$ cat config.mk
export PLATFORM = sky130hd
export DESIGN_NAME = fp_mult_pipe
export DESIGN_NICKNAME = d
export VERILOG_FILES = /design/src/rtl/fp_mult_pipe.sv
export SDC_FILE = /design/constraint.sdc
export NUM_CORES = 1
export LEC_CHECK = 0
export CAP_MARGIN = 25
export CORE_MARGIN = 4
export CORE_UTILIZATION = 60
export CTS_BUF_LIST = sky130_fd_sc_hd__clkbuf_16
export DETAILED_ROUTE_END_ITERATION = 10
export PLACE_DENSITY = 0.8
export SYNTH_ARGS = -nofsm -noshare
export SYNTH_HDL_FRONTEND = slang
export SYNTH_SLANG_ARGS = --single-unit
$ cat constraint.sdc
create_clock -name clk -period 12.51 [get_ports clk]
set_clock_uncertainty 0.1 [all_clocks]
set_input_delay 1.8765 -clock clk [delete_from_list [all_inputs] [get_ports clk]]
set_output_delay 1.8765 -clock clk [all_outputs]
set_load 0.01 [all_outputs]
$ cat src/rtl/fp_mult_pipe.sv
// fp_mult_pipe: iterative floating-point multiplier with a valid/ready handshake on
// both sides. The mantissa product is built by shift-add, BITS_PER_CYC multiplier bits
// per cycle. One normalise/round cycle follows. The result is held until it is consumed.
// Subnormal inputs are read as zero, and tiny results are flushed to zero.
module fp_mult_pipe #(
  parameter int EXP_W        = 8,
  parameter int MAN_W        = 23,
  parameter int BITS_PER_CYC = 4
) (
  input  logic                 clk,
  input  logic                 reset,
  input  logic                 in_valid,
  output logic                 in_ready,
  input  logic [EXP_W+MAN_W:0] in_a,
  input  logic [EXP_W+MAN_W:0] in_b,
  input  logic [1:0]           rnd_mode,
  output logic                 out_valid,
  input  logic                 out_ready,
  output logic [EXP_W+MAN_W:0] data_out,
  output logic [3:0]           flags
);
  localparam int W     = 1 + EXP_W + MAN_W;
  localparam int MW    = MAN_W + 1;                       // mantissa incl. hidden bit
  localparam int N     = (MW + BITS_PER_CYC - 1) / BITS_PER_CYC;
  localparam int MB_W  = N * BITS_PER_CYC;                // zero-padded multiplier width
  localparam int AW    = MW + MB_W;                       // accumulator width
  localparam int PW    = 2 * MW;                          // exact product width
  localparam int EW    = EXP_W + 2;                       // signed exponent, no wrap
  localparam int BIAS  = (1 << (EXP_W - 1)) - 1;
  localparam int EMAX  = (1 << EXP_W) - 1;
  localparam int CNT_W = $clog2(N + 1);

  localparam logic [W-1:0] QNAN = {1'b0, {EXP_W{1'b1}}, 1'b1, {(MAN_W-1){1'b0}}};

  typedef enum logic [1:0] {IDLE, MUL, NORM, DONE} state_t;

  // Decide whether the truncated mantissa must be incremented for the chosen mode.
  function automatic logic round_up(input logic [1:0] rm, input logic s,
                                    input logic lsb, input logic g, input logic st);
    case (rm)
      2'd0:    return g & (st | lsb);   // nearest, ties to even
      2'd1:    return 1'b0;             // toward zero
      2'd2:    return ~s & (g | st);    // toward +inf
      default: return s & (g | st);     // toward -inf
    endcase
  endfunction

  // Saturated result on exponent overflow: infinity or largest finite, by mode and sign.
  function automatic logic [W-1:0] ovf_result(input logic s, input logic [1:0] rm);
    if (rm == 2'd0 || (rm == 2'd2 && !s) || (rm == 2'd3 && s))
      return {s, {EXP_W{1'b1}}, {MAN_W{1'b0}}};
    return {s, {(EXP_W-1){1'b1}}, 1'b0, {MAN_W{1'b1}}};
  endfunction

  state_t               state_q, state_d;
  logic [CNT_W-1:0]     cnt_q, cnt_d;
  logic [W-1:0]         data_q, data_d;
  logic [3:0]           flags_q, flags_d;
  logic                 sign_q, sign_d;
  logic signed [EW-1:0] exp_q, exp_d;
  logic [1:0]           rnd_q, rnd_d;
  logic [AW-1:0]        mcand_q, mcand_d;
  logic [MB_W-1:0]      mplier_q, mplier_d;
  logic [AW-1:0]        acc_q, acc_d;

  // Operand field decode and classification.
  logic [EXP_W-1:0]     ea, eb;
  logic [MAN_W-1:0]     fa, fb;
  logic                 a_nan, b_nan, a_snan, b_snan, a_inf, b_inf, a_zero, b_zero;
  logic                 sign_in, spec_hit, inf_x_zero;
  logic signed [EW-1:0] exp_in;

  assign ea         = in_a[W-2 -: EXP_W];
  assign eb         = in_b[W-2 -: EXP_W];
  assign fa         = in_a[MAN_W-1:0];
  assign fb         = in_b[MAN_W-1:0];
  assign a_nan      = (&ea) & (|fa);
  assign b_nan      = (&eb) & (|fb);
  assign a_snan     = a_nan & ~fa[MAN_W-1];
  assign b_snan     = b_nan & ~fb[MAN_W-1];
  assign a_inf      = (&ea) & ~(|fa);
  assign b_inf      = (&eb) & ~(|fb);
  assign a_zero     = ~(|ea);                 // subnormals read as zero
  assign b_zero     = ~(|eb);
  assign inf_x_zero = (a_inf & b_zero) | (b_inf & a_zero);
  assign sign_in    = in_a[W-1] ^ in_b[W-1];
  assign spec_hit   = (&ea) | (&eb) | a_zero | b_zero;
  assign exp_in     = EW'(int'(ea) + int'(eb) - BIAS);

  logic [W-1:0] spec_res;
  logic [3:0]   spec_flags;

  // Result for operands that bypass the multiplier (NaN, infinity, zero).
  always_comb begin
    spec_res   = {sign_in, {(W-1){1'b0}}};
    spec_flags = 4'b0000;
    if (a_nan || b_nan || inf_x_zero) begin
      spec_res   = QNAN;
      spec_flags = {a_snan | b_snan | inf_x_zero, 3'b000};
    end else if (a_inf || b_inf) begin
      spec_res = {sign_in, {EXP_W{1'b1}}, {MAN_W{1'b0}}};
    end
  end

  logic [AW-1:0] partial;

  // Sum of the multiplicand copies selected by the low multiplier bits this cycle.
  always_comb begin
    partial = '0;
    for (int i = 0; i < BITS_PER_CYC; i++)
      if (mplier_q[i]) partial = partial + (mcand_q << i);
  end

  logic [PW-1:0]        prod, pn;
  logic                 top, guard, sticky, inc, carry, nx;
  logic [MAN_W-1:0]     frac, frac_r;
  logic [MW:0]          mant_r;
  logic signed [EW-1:0] e_r;
  logic [W-1:0]         norm_res;
  logic [3:0]           norm_flags;

  // Normalise the product to 1.f, round, renormalise on carry-out, then resolve range.
  always_comb begin
    prod   = acc_q[PW-1:0];
    top    = prod[PW-1];
    pn     = top ? prod : (prod << 1);
    frac   = pn[PW-2 -: MAN_W];
    guard  = pn[PW-2-MAN_W];
    sticky = |pn[PW-3-MAN_W:0];
    inc    = round_up(rnd_q, sign_q, frac[0], guard, sticky);
    mant_r = {1'b0, 1'b1, frac} + {{MW{1'b0}}, inc};
    carry  = mant_r[MW];
    frac_r = carry ? mant_r[MAN_W:1] : mant_r[MAN_W-1:0];
    e_r    = exp_q + $signed({{(EW-1){1'b0}}, top}) + $signed({{(EW-1){1'b0}}, carry});
    nx     = guard | sticky;
    if (int'(e_r) >= EMAX) begin
      norm_res   = ovf_result(sign_q, rnd_q);
      norm_flags = 4'b0101;
    end else if (int'(e_r) <= 0) begin
      norm_res   = {sign_q, {(W-1){1'b0}}};
      norm_flags = 4'b0011;
    end else begin
      norm_res   = {sign_q, e_r[EXP_W-1:0], frac_r};
      norm_flags = {3'b000, nx};
    end
  end

  // Next-state and datapath update for the IDLE/MUL/NORM/DONE sequence.
  always_comb begin
    state_d  = state_q;
    cnt_d    = cnt_q;
    data_d   = data_q;
    flags_d  = flags_q;
    sign_d   = sign_q;
    exp_d    = exp_q;
    rnd_d    = rnd_q;
    mcand_d  = mcand_q;
    mplier_d = mplier_q;
    acc_d    = acc_q;
    case (state_q)
      IDLE: begin
        if (in_valid) begin
          sign_d   = sign_in;
          exp_d    = exp_in;
          rnd_d    = rnd_mode;
          mcand_d  = AW'({1'b1, fa});
          mplier_d = MB_W'({1'b1, fb});
          acc_d    = '0;
          cnt_d    = '0;
          if (spec_hit) begin
            data_d  = spec_res;
            flags_d = spec_flags;
            state_d = DONE;
          end else begin
            state_d = MUL;
          end
        end
      end
      MUL: begin
        acc_d    = acc_q + partial;
        mcand_d  = mcand_q << BITS_PER_CYC;
        mplier_d = mplier_q >> BITS_PER_CYC;
        cnt_d    = cnt_q + 1'b1;
        if (cnt_q == CNT_W'(N - 1)) state_d = NORM;
      end
      NORM: begin
        data_d  = norm_res;
        flags_d = norm_flags;
        state_d = DONE;
      end
      DONE: begin
        if (out_ready) state_d = IDLE;
      end
      default: state_d = IDLE;
    endcase
  end

  // Control state and the held result; reset aborts any operation in flight.
  always_ff @(posedge clk) begin
    if (reset) begin
      state_q <= IDLE;
      cnt_q   <= '0;
      data_q  <= '0;
      flags_q <= '0;
    end else begin
      state_q <= state_d;
      cnt_q   <= cnt_d;
      data_q  <= data_d;
      flags_q <= flags_d;
    end
  end

  // Operand and accumulator registers; contents only matter once accepted.
  always_ff @(posedge clk) begin
    sign_q   <= sign_d;
    exp_q    <= exp_d;
    rnd_q    <= rnd_d;
    mcand_q  <= mcand_d;
    mplier_q <= mplier_d;
    acc_q    <= acc_d;
  end

  assign in_ready  = (state_q == IDLE);
  assign out_valid = (state_q == DONE);
  assign data_out  = data_q;
  assign flags     = flags_q;

endmodule

==> results_dict.tcl, run 1 <==
set metrics [dict create \
    status "finished, final reports clean" \
    async_reset_ff_share_pct 0 \
    track_usage_pct 30.4 \
    wl_met1_um 25000 \
    numCtsBuffers 17 \
    worstPathRequired_ns 12.63 \
    r2r-end "acc_q[47]" \
    area_growth_syn_to_layout_pct 9.33 \
    ys_seq_area_share_pct 23.3 \
    grt_pass1_vias 19179 \
    min_period_over_period_pct 89.0 \
    final_cell_mix "a21oi_1 (253), nand2_1 (237), nor2_1 (222)" \
    arrival_ns 11.25 \
    overflow 0 \
    multi_input_area_um2 15100 \
    drt_wl_total_um 59100 \
    ff2ff_path_depth 47 \
    post-route-drc-count 0 \
    core_area_um2 33800 \
    vias_per_cell 6.42 \
    clockBufferDepth 2 \
    critPathCaptureType "flip-flop" \
    final_common_cell "a21oi_1" \
    drv_slew 0 \
    grt_max_degree 81 \
    tightest_slew_ns 0.907 \
    slowest_stage "nor4b_1" \
    ys_warn_count 0 \
    num_rows 67 \
    holdPathStages 2 \
    setup_viol_count_final 0 \
    min_from "data_out[16]" \
    synth_top_flop_cell "edfxtp_1" \
    gp_congestion 0.975 \
    vias 19599 \
    max_freq_mhz 89.8 \
    wl_met2_um 28800 \
    ant_nets 0 \
    die_x_um 194 \
    startpoint "mplier_q[0]" \
    synth_area_um2 20700 \
    finalWorstPathRequiredPeriod_ns 11.14 \
    top_layer "met4" \
    clock_sinks 174 \
    regArea_um2 4810 \
    cts_resized 0 \
    relSlewSlack_pct 39.6 \
    r2r_slack_ns 1.37 \
    cp-start-kind "flip-flop" \
    initial_core_util_pct 61.2 \
    portBuffers 107 \
    syn_nets 2840 \
    setup_tns_ns 0 \
    clk_latency_ns 0.46 \
    dp_hpwl_um 45500 \
    drtPass1Iterations 7 \
    nets 2874 \
    cts_root_buffer "clkbuf_16" \
    netlist_instances 2557 \
    postLayoutSetupSlackWorst_ns 1.37 \
    ctsHoldBuffers 0 \
    syn_avg_cell_area_um2 8.09 \
    hold_viol_final 0 \
    crit_cells 47 \
    synth_edf_count 133 \
    path_buf_inv 3 \
    cts_tree "done" \
    drive_gt1_share_pct 6.61 \
    fillers 2847 \
    rr_startpoint "mplier_q[0]" \
    critPathMaxStageDelay_ns 0.47 \
    wire_per_inst_um 19.4 \
    critPathKind "reg2reg" \
    postCtsSetupRepairBufs 0 \
    rsz0062_at_grt "false" \
    path_max_fanout 80 \
    clk_pin_slew_ns 0.08 \
    drt-initial-drc-count 1295 \
    die-area_um2 37500 \
    holdPathEnd "data_out[16]" \
    critPathTopFamily "compound AO/OA/AOI/OAI gates" \
    ys_ff_latch 174 \
    pre_cts_ws_ns 1.59 \
    io_pins 108 \
    antenna_found_initial 0 \
    die_h_um 194 \
    cts_max_level 4 \
    hold_path_class "reg2reg" \
    cap_violations 0 \
    wl_met3_um 2880 \
    n_antenna_cell 0 \
    ys_types 93 \
    hold_ws_ns 0.360 \
    grt_pass1_wl_um 96200 \
]
area by class of cell:
class	instances	area share [%]
tap	448	2.48
clock buffer	17	1.88
timing repair buffer	122	5.29
sequential	174	21.3
inverter	101	1.69
multi-input combinational	2175	66.7
clock inverter	15	0.697
registers in the layout, indices dropped and copies added (netlist names):
register	cells
acc_q	48
mcand_q	48
data_out	32
mplier_q	24
exp_q	10
flags	4
cnt_q	3
rnd_q	2
state_q	2
sign_q	1
cell families after synthesis:
family	after synthesis	synth area share, %
flops	174	23.3
mux	124	6.62
buf+inv	208	3.91
xor+xnor	216	9.21
compound gates	797	24.6
fa+ha+maj	214	13.2
simple gates	824	19.2
cells in the mapped netlist (26+ instances only):
cell | n | area [um^2]
a21oi_1 | 253 | 1270
nand2_1 | 237 | 890
nor2_1 | 222 | 833
ha_1 | 207 | 2590
o21ai_0 | 137 | 686
edfxtp_1 | 133 | 3990
a21o_1 | 129 | 968
xnor2_1 | 113 | 990
mux2_2 | 102 | 1150
xor2_1 | 102 | 893
inv_1 | 97 | 364
clkbuf_1 | 77 | 289
and2_1 | 62 | 388
nand3_1 | 55 | 275
dfxtp_1 | 41 | 821
nor3_1 | 40 | 200
nand4_1 | 38 | 238
o21bai_1 | 32 | 240
nor2b_1 | 31 | 194
a211oi_1 | 29 | 218
a31oi_1 | 27 | 169
nand2b_1 | 27 | 169
and3_1 | 26 | 163
per-layer routing:
metal,track usage [%],vias to the layer above
met2,53.2,714
met5,0,-
met1,38.0,9239
met3,3.44,158
li1,-,9488
met4,13.0,0
worst max-delay path by stage:
| stage | endpoint | slack (ns) |
|---|---|---|
| after CTS | acc_q[47] | 1.55 |
| after global routing | acc_q[44] | 0.48 |
| after detailed placement | acc_q[47] | 1.59 |
| after floorplan | acc_q[47] | 2.56 |
| after global placement | acc_q[47] | 2.07 |
| final | acc_q[47] | 1.37 |
worst register-to-register path, delay by kind of cell (launching register included):
| family | cells | cell delay (ns) |
|---|---|---|
| mux | 3 | 0.67 |
| compound gates | 16 | 3.32 |
| xor+xnor | 5 | 1.17 |
| fa+ha+maj | 5 | 1.78 |
| buf+inv | 3 | 0.68 |
| flops | 1 | 0.36 |
| simple gates | 15 | 2.82 |
metrics by stage:
step / util (%) / cell area, um^2 / cells
after global placement: 65.1 / 22000 / 3018
after CTS: 66.9 / 22600 / 3051
after global routing: 66.9 / 22600 / 3052
after floorplan: - / 20700 / 2557
final: 66.9 / 22600 / 3052
after detailed placement: 65.1 / 22000 / 3019
Power of run 1 is not shown: default switching activity piles up to over one toggle a cycle in this logic, so the estimate is an artifact.
==> run 2, diff against run 1 <==
- CORE_MARGIN: 4 -> 2
==> results_dict.tcl, run 2 (same netlist as run 1, synthesis figures left out) <==
set metrics [dict create \
    status "finished, final reports clean" \
    critPathKind "reg2reg" \
    hold_ws_ns 0.355 \
    hold_viol_final 0 \
    min_period_over_period_pct 88.0 \
    post-route-drc-count 0 \
    nets 2873 \
    slowest_stage "edfxtp_1" \
    worstPathRequired_ns 12.62 \
    hold_path_class "reg2reg" \
    r2r-end "acc_q[47]" \
    n_antenna_cell 0 \
    area_growth_syn_to_layout_pct 9.29 \
    clock_sinks 174 \
    num_rows 67 \
    die_h_um 190 \
    wire_per_inst_um 19.3 \
    die_x_um 190 \
    cts_max_level 4 \
    antenna_found_initial 0 \
    ctsHoldBuffers 0 \
    drt_wl_total_um 58900 \
    ff2ff_path_depth 46 \
    final_area_um2 22600 \
    rsz0062_at_grt "false" \
    clk_pin_slew_ns 0.07 \
    critPathCaptureType "flip-flop" \
    finalWorstPathRequiredPeriod_ns 11.01 \
    relSlewSlack_pct 38.6 \
    critPathMaxStageDelay_ns 0.56 \
    grt_max_degree 69 \
    drt-initial-drc-count 1567 \
    tightest_slew_ns 0.913 \
    drive_gt1_share_pct 6.57 \
    cap_violations 0 \
    cts_tree "done" \
    ant_nets 0 \
    grt_pass1_wl_um 96100 \
    overflow 0 \
    vias_per_cell 6.37 \
    max_freq_mhz 90.8 \
    final_cell_mix "a21oi_1 (253), nand2_1 (237), nor2_1 (222)" \
    final_common_cell "a21oi_1" \
    die-area_um2 36000 \
    gp_congestion 0.964 \
    cp-endpoint "acc_q[47]" \
    grt_pass1_vias 19141 \
    drv_slew 0 \
    cts_resized 0 \
    path_max_fanout 13 \
    cts_root_buffer "clkbuf_16" \
    arrival_ns 11.12 \
    rr_startpoint "mplier_q[0]" \
    initial_core_util_pct 61.4 \
    cp-start-kind "flip-flop" \
    io_pins 108 \
    clockBufferDepth 2 \
    vias 19442 \
    numCtsBuffers 17 \
    startpoint "mplier_q[0]" \
    place_area_um2 22000 \
    postCtsSetupRepairBufs 0 \
    clk_latency_ns 0.46 \
    track_usage_pct 32.9 \
    r2r_slack_ns 1.50 \
    setup_tns_ns 0 \
    core_area_um2 33700 \
    drtPass1Iterations 6 \
    dp_hpwl_um 45400 \
    setup_viol_count_final 0 \
    portBuffers 107 \
]
-- run 2: cell types whose count changed in the layout (fill, tap and decap cells not counted), moves of 2 or more --
cell / change
clkinv_4: +2
clkinv_1: -2
inv_6: -3
inv_1: +2
clkinv_2: +2
-- run 2: per-stage QoR --
step	cells	utilization, %	worst slack (ns)
6_report	3051	67.1	1.50
5_1_grt	3051	67.1	0.791
3_5_place_dp	3019	65.3	1.79
4_1_cts	3051	67.1	1.71
3_3_place_gp	3019	65.3	2.23
2_1_floorplan	2557	-	2.56
-- run 2: worst min-delay path by stage --
stage          depth (start not counted)  slack [ns]    startpoint      endpoint
2_1_floorplan                          2        0.36    state_q[1]    state_q[1]
3_3_place_gp                           2        0.34  data_out[18]  data_out[18]
3_5_place_dp                           2        0.35  data_out[18]  data_out[18]
4_1_cts                                2        0.36  data_out[19]  data_out[19]
5_1_grt                                2        0.38   data_out[7]   data_out[7]
6_report                               2        0.35  data_out[19]  data_out[19]
-- run 2: critical path, delay by kind of cell (launching register included) --
family / cells / cell delay, ns
simple gates: 15 / 2.95
compound gates: 16 / 3.31
xor+xnor: 5 / 1.15
buf+inv: 2 / 0.26
mux: 3 / 0.67
fa+ha+maj: 5 / 1.79
flops: 1 / 0.56
-- run 2: cell type report --
type	count	area [um^2]
multi-input combinational	2175	15100
fill	2805	11100
sequential	174	4810
timing repair buffer	121	1180
tap	448	561
clock buffer	17	425
inverter	101	382
clock inverter	15	170
-- run 2: routing by layer --
metal  up-vias  track usage (%)  share of wire (%)
met3       145             3.89                5.0
met5         -                0                  0
met2       635             58.0                 49
li1       9487                -                  -
met1      9175             40.5                 43
met4         0             14.3                3.8
Power of run 2 is left out for the same reason.
==> RTL edit: new RTL, config.mk and constraints of run 1 <==
The parameter `EXP_W` goes from 8 to 9.
--- a/src/rtl/fp_mult_pipe.sv
+++ b/src/rtl/fp_mult_pipe.sv
@@ -3,7 +3,7 @@
 // per cycle. One normalise/round cycle follows. The result is held until it is consumed.
 // Subnormal inputs are read as zero, and tiny results are flushed to zero.
 module fp_mult_pipe #(
-  parameter int EXP_W        = 8,
+  parameter int EXP_W        = 9,
   parameter int MAN_W        = 23,
   parameter int BITS_PER_CYC = 4
 ) (
Interface: changed (resized data_out, in_a and in_b); port bits go from 108 to 111. No check against the original RTL was run, so the function may have changed too.
==> RTL edit against run 1 <==
Setup slack better by 0.32 ns; core utilization increased by 0.21 points; sequential cell count grew 2; die area rose by 0.62%; area after synthesis up 0.64%; global-route usage fell by 1.4 points; synthesized cell count rose by 1.2%; wire length is 3.5% lower; design area is 0.56% higher; critical endpoint is now acc_q[45]; largest cell class unchanged.
Power is left out: the tool's default activity adds up to more than one toggle a clock period on the data nets, which glitch-free logic cannot reach.
==> RTL edit: results (changes against run 1) <==
STATUS='finished, final reports clean'  # unchanged
GLOBALPLACE.CONGESTION=0.962  # was 0.975
CRIT-REG2REG-CAPTURE='acc_q[45]'  # was acc_q[47]
SHARE_OF_LAYOUT_CELLS_ABOVE_DRIVE_STRENGTH_1_PCT=6.46  # was 6.61%
CTS.CLK_SLEW.WORST_PATHS_NS=0.08  # about the same
NUM-FILL-CELLS=2842  # was 2847
FINISH.NET_COUNT=2905  # was 2874
GLOBAL_ROUTE_WIRE_LENGTH_BEFORE_REPAIR_UM=93000  # was 96200 µm
VIAS_IN_THE_FIRST_GLOBAL_ROUTE=18800  # was 19200
GLOBAL_ROUTE.USAGE.TOTAL_PCT=29.0  # was 30.4%
FIRSTDRTPASSITERS=5  # was 7
R2R_SLACK_NS=1.69  # was 1.37 ns
FAMILY_WITH_THE_MOST_DELAY_ON_THE_WORST_PATH='compound AO/OA/AOI/OAI gates'  # unchanged
ARRIVAL_TIME_WORST_ENDPOINT_NS=10.93  # was 11.25 ns
LARGEST_NET_DEGREE_AT_THE_START_OF_GLOBAL_ROUTING=87  # was 81
DETAILEDROUTE.FIRSTITERATIONVIOLATIONS=1738  # was 1295
SYNTH_CELL_TYPES=88  # was 93
SYNTH-EDFF-COUNT=134  # was 133
YS_TOP_CELLS_BY_COUNT='285 x nand2_1, 252 x a21oi_1, 209 x ha_1, 196 x nor2_1, 161 x o21ai_0'  # was 253 x a21oi_1, 237 x nand2_1, 222 x nor2_1, 207 x ha_1, 137 x o21ai_0
CRITPATHSLOWESTCELL='a2111oi_0'  # was nor4b_1
WIRELENGTH_UM=57100  # was 59100 µm
MIN_FROM='data_out[21]'  # was data_out[16]
WORST-PATH-MAX-FANOUT=74  # was 80
DP_HPWL_UM=43400  # was 45500 µm
TIMING_WORST_SLEW_PIN_VALUE_NS=1.06  # was 0.907 ns
CRIT_PATH_MAX_INCR_DELAY_NS=0.65  # was 0.47 ns
HOLDPATHEND='data_out[21]'  # was data_out[16]
VIA_COUNT=19700  # was 19600
REGISTER_AREA_SHARE_AFTER_SYNTHESIS_PCT=23.4  # was 23.3%
ANTENNA_FOUND_INITIAL=0  # unchanged
IO_BUFFERS=110  # was 107
SYNTH.TOP_CELLS.BY_AREA='edfxtp_1 19%, ha_1 13%, a21oi_1 6.1%, mux2_2 5.7%, nand2_1 5.1%'  # was edfxtp_1 19%, ha_1 13%, a21oi_1 6.1%, mux2_2 5.6%, xnor2_1 4.8%
## RTL edit: per-layer routing
layer	track usage [%]	up-vias	routed length, µm
met5	0	-	0
met3	4.00	68	4120
met2	46.2	764	25500
met4	6.90	0	1000
met1	42.0	9317	26400
li1	-	9583	-
## RTL edit: worst register-to-register path: cells and delay by family (launching register included)
| kind | cells | cell delay (ns) |
|---|---|---|
| mux | 2 | 0.57 |
| simple gates | 15 | 2.09 |
| xor+xnor | 5 | 0.80 |
| flops | 1 | 0.32 |
| buf+inv | 2 | 0.81 |
| compound gates | 16 | 4.41 |
| fa+ha+maj | 5 | 1.48 |
## RTL edit: stage by stage
stage | area [µm²] | worst slack, ns | hold WS, ns | std cells
after floorplan | 20800 | 3.13 | 0.365 | 2588
after global placement | 22100 | 2.35 | 0.341 | 3045
after detailed placement | 22100 | 1.98 | 0.351 | 3045
after CTS | 22700 | 1.93 | 0.360 | 3077
after global routing | 22700 | 0.726 | 0.392 | 3079
final | 22700 | 1.69 | 0.362 | 3079
## RTL edit: area by class of cell
| type | count | area share, % |
|---|---|---|
| multi-input combinational | 2206 | 66.7 |
| sequential | 176 | 21.4 |
| timing repair buffer | 122 | 5.35 |
| tap | 448 | 2.47 |
| clock buffer | 18 | 1.98 |
| inverter | 95 | 1.58 |
| clock inverter | 14 | 0.561 |
## RTL edit: cell families after synthesis
group	count (synthesis)	synth area share, %
simple gates	867	20.0
compound gates	793	24.2
fa+ha+maj	216	13.2
buf+inv	206	3.85
xor+xnor	197	8.36
flops	176	23.4
mux	133	7.03
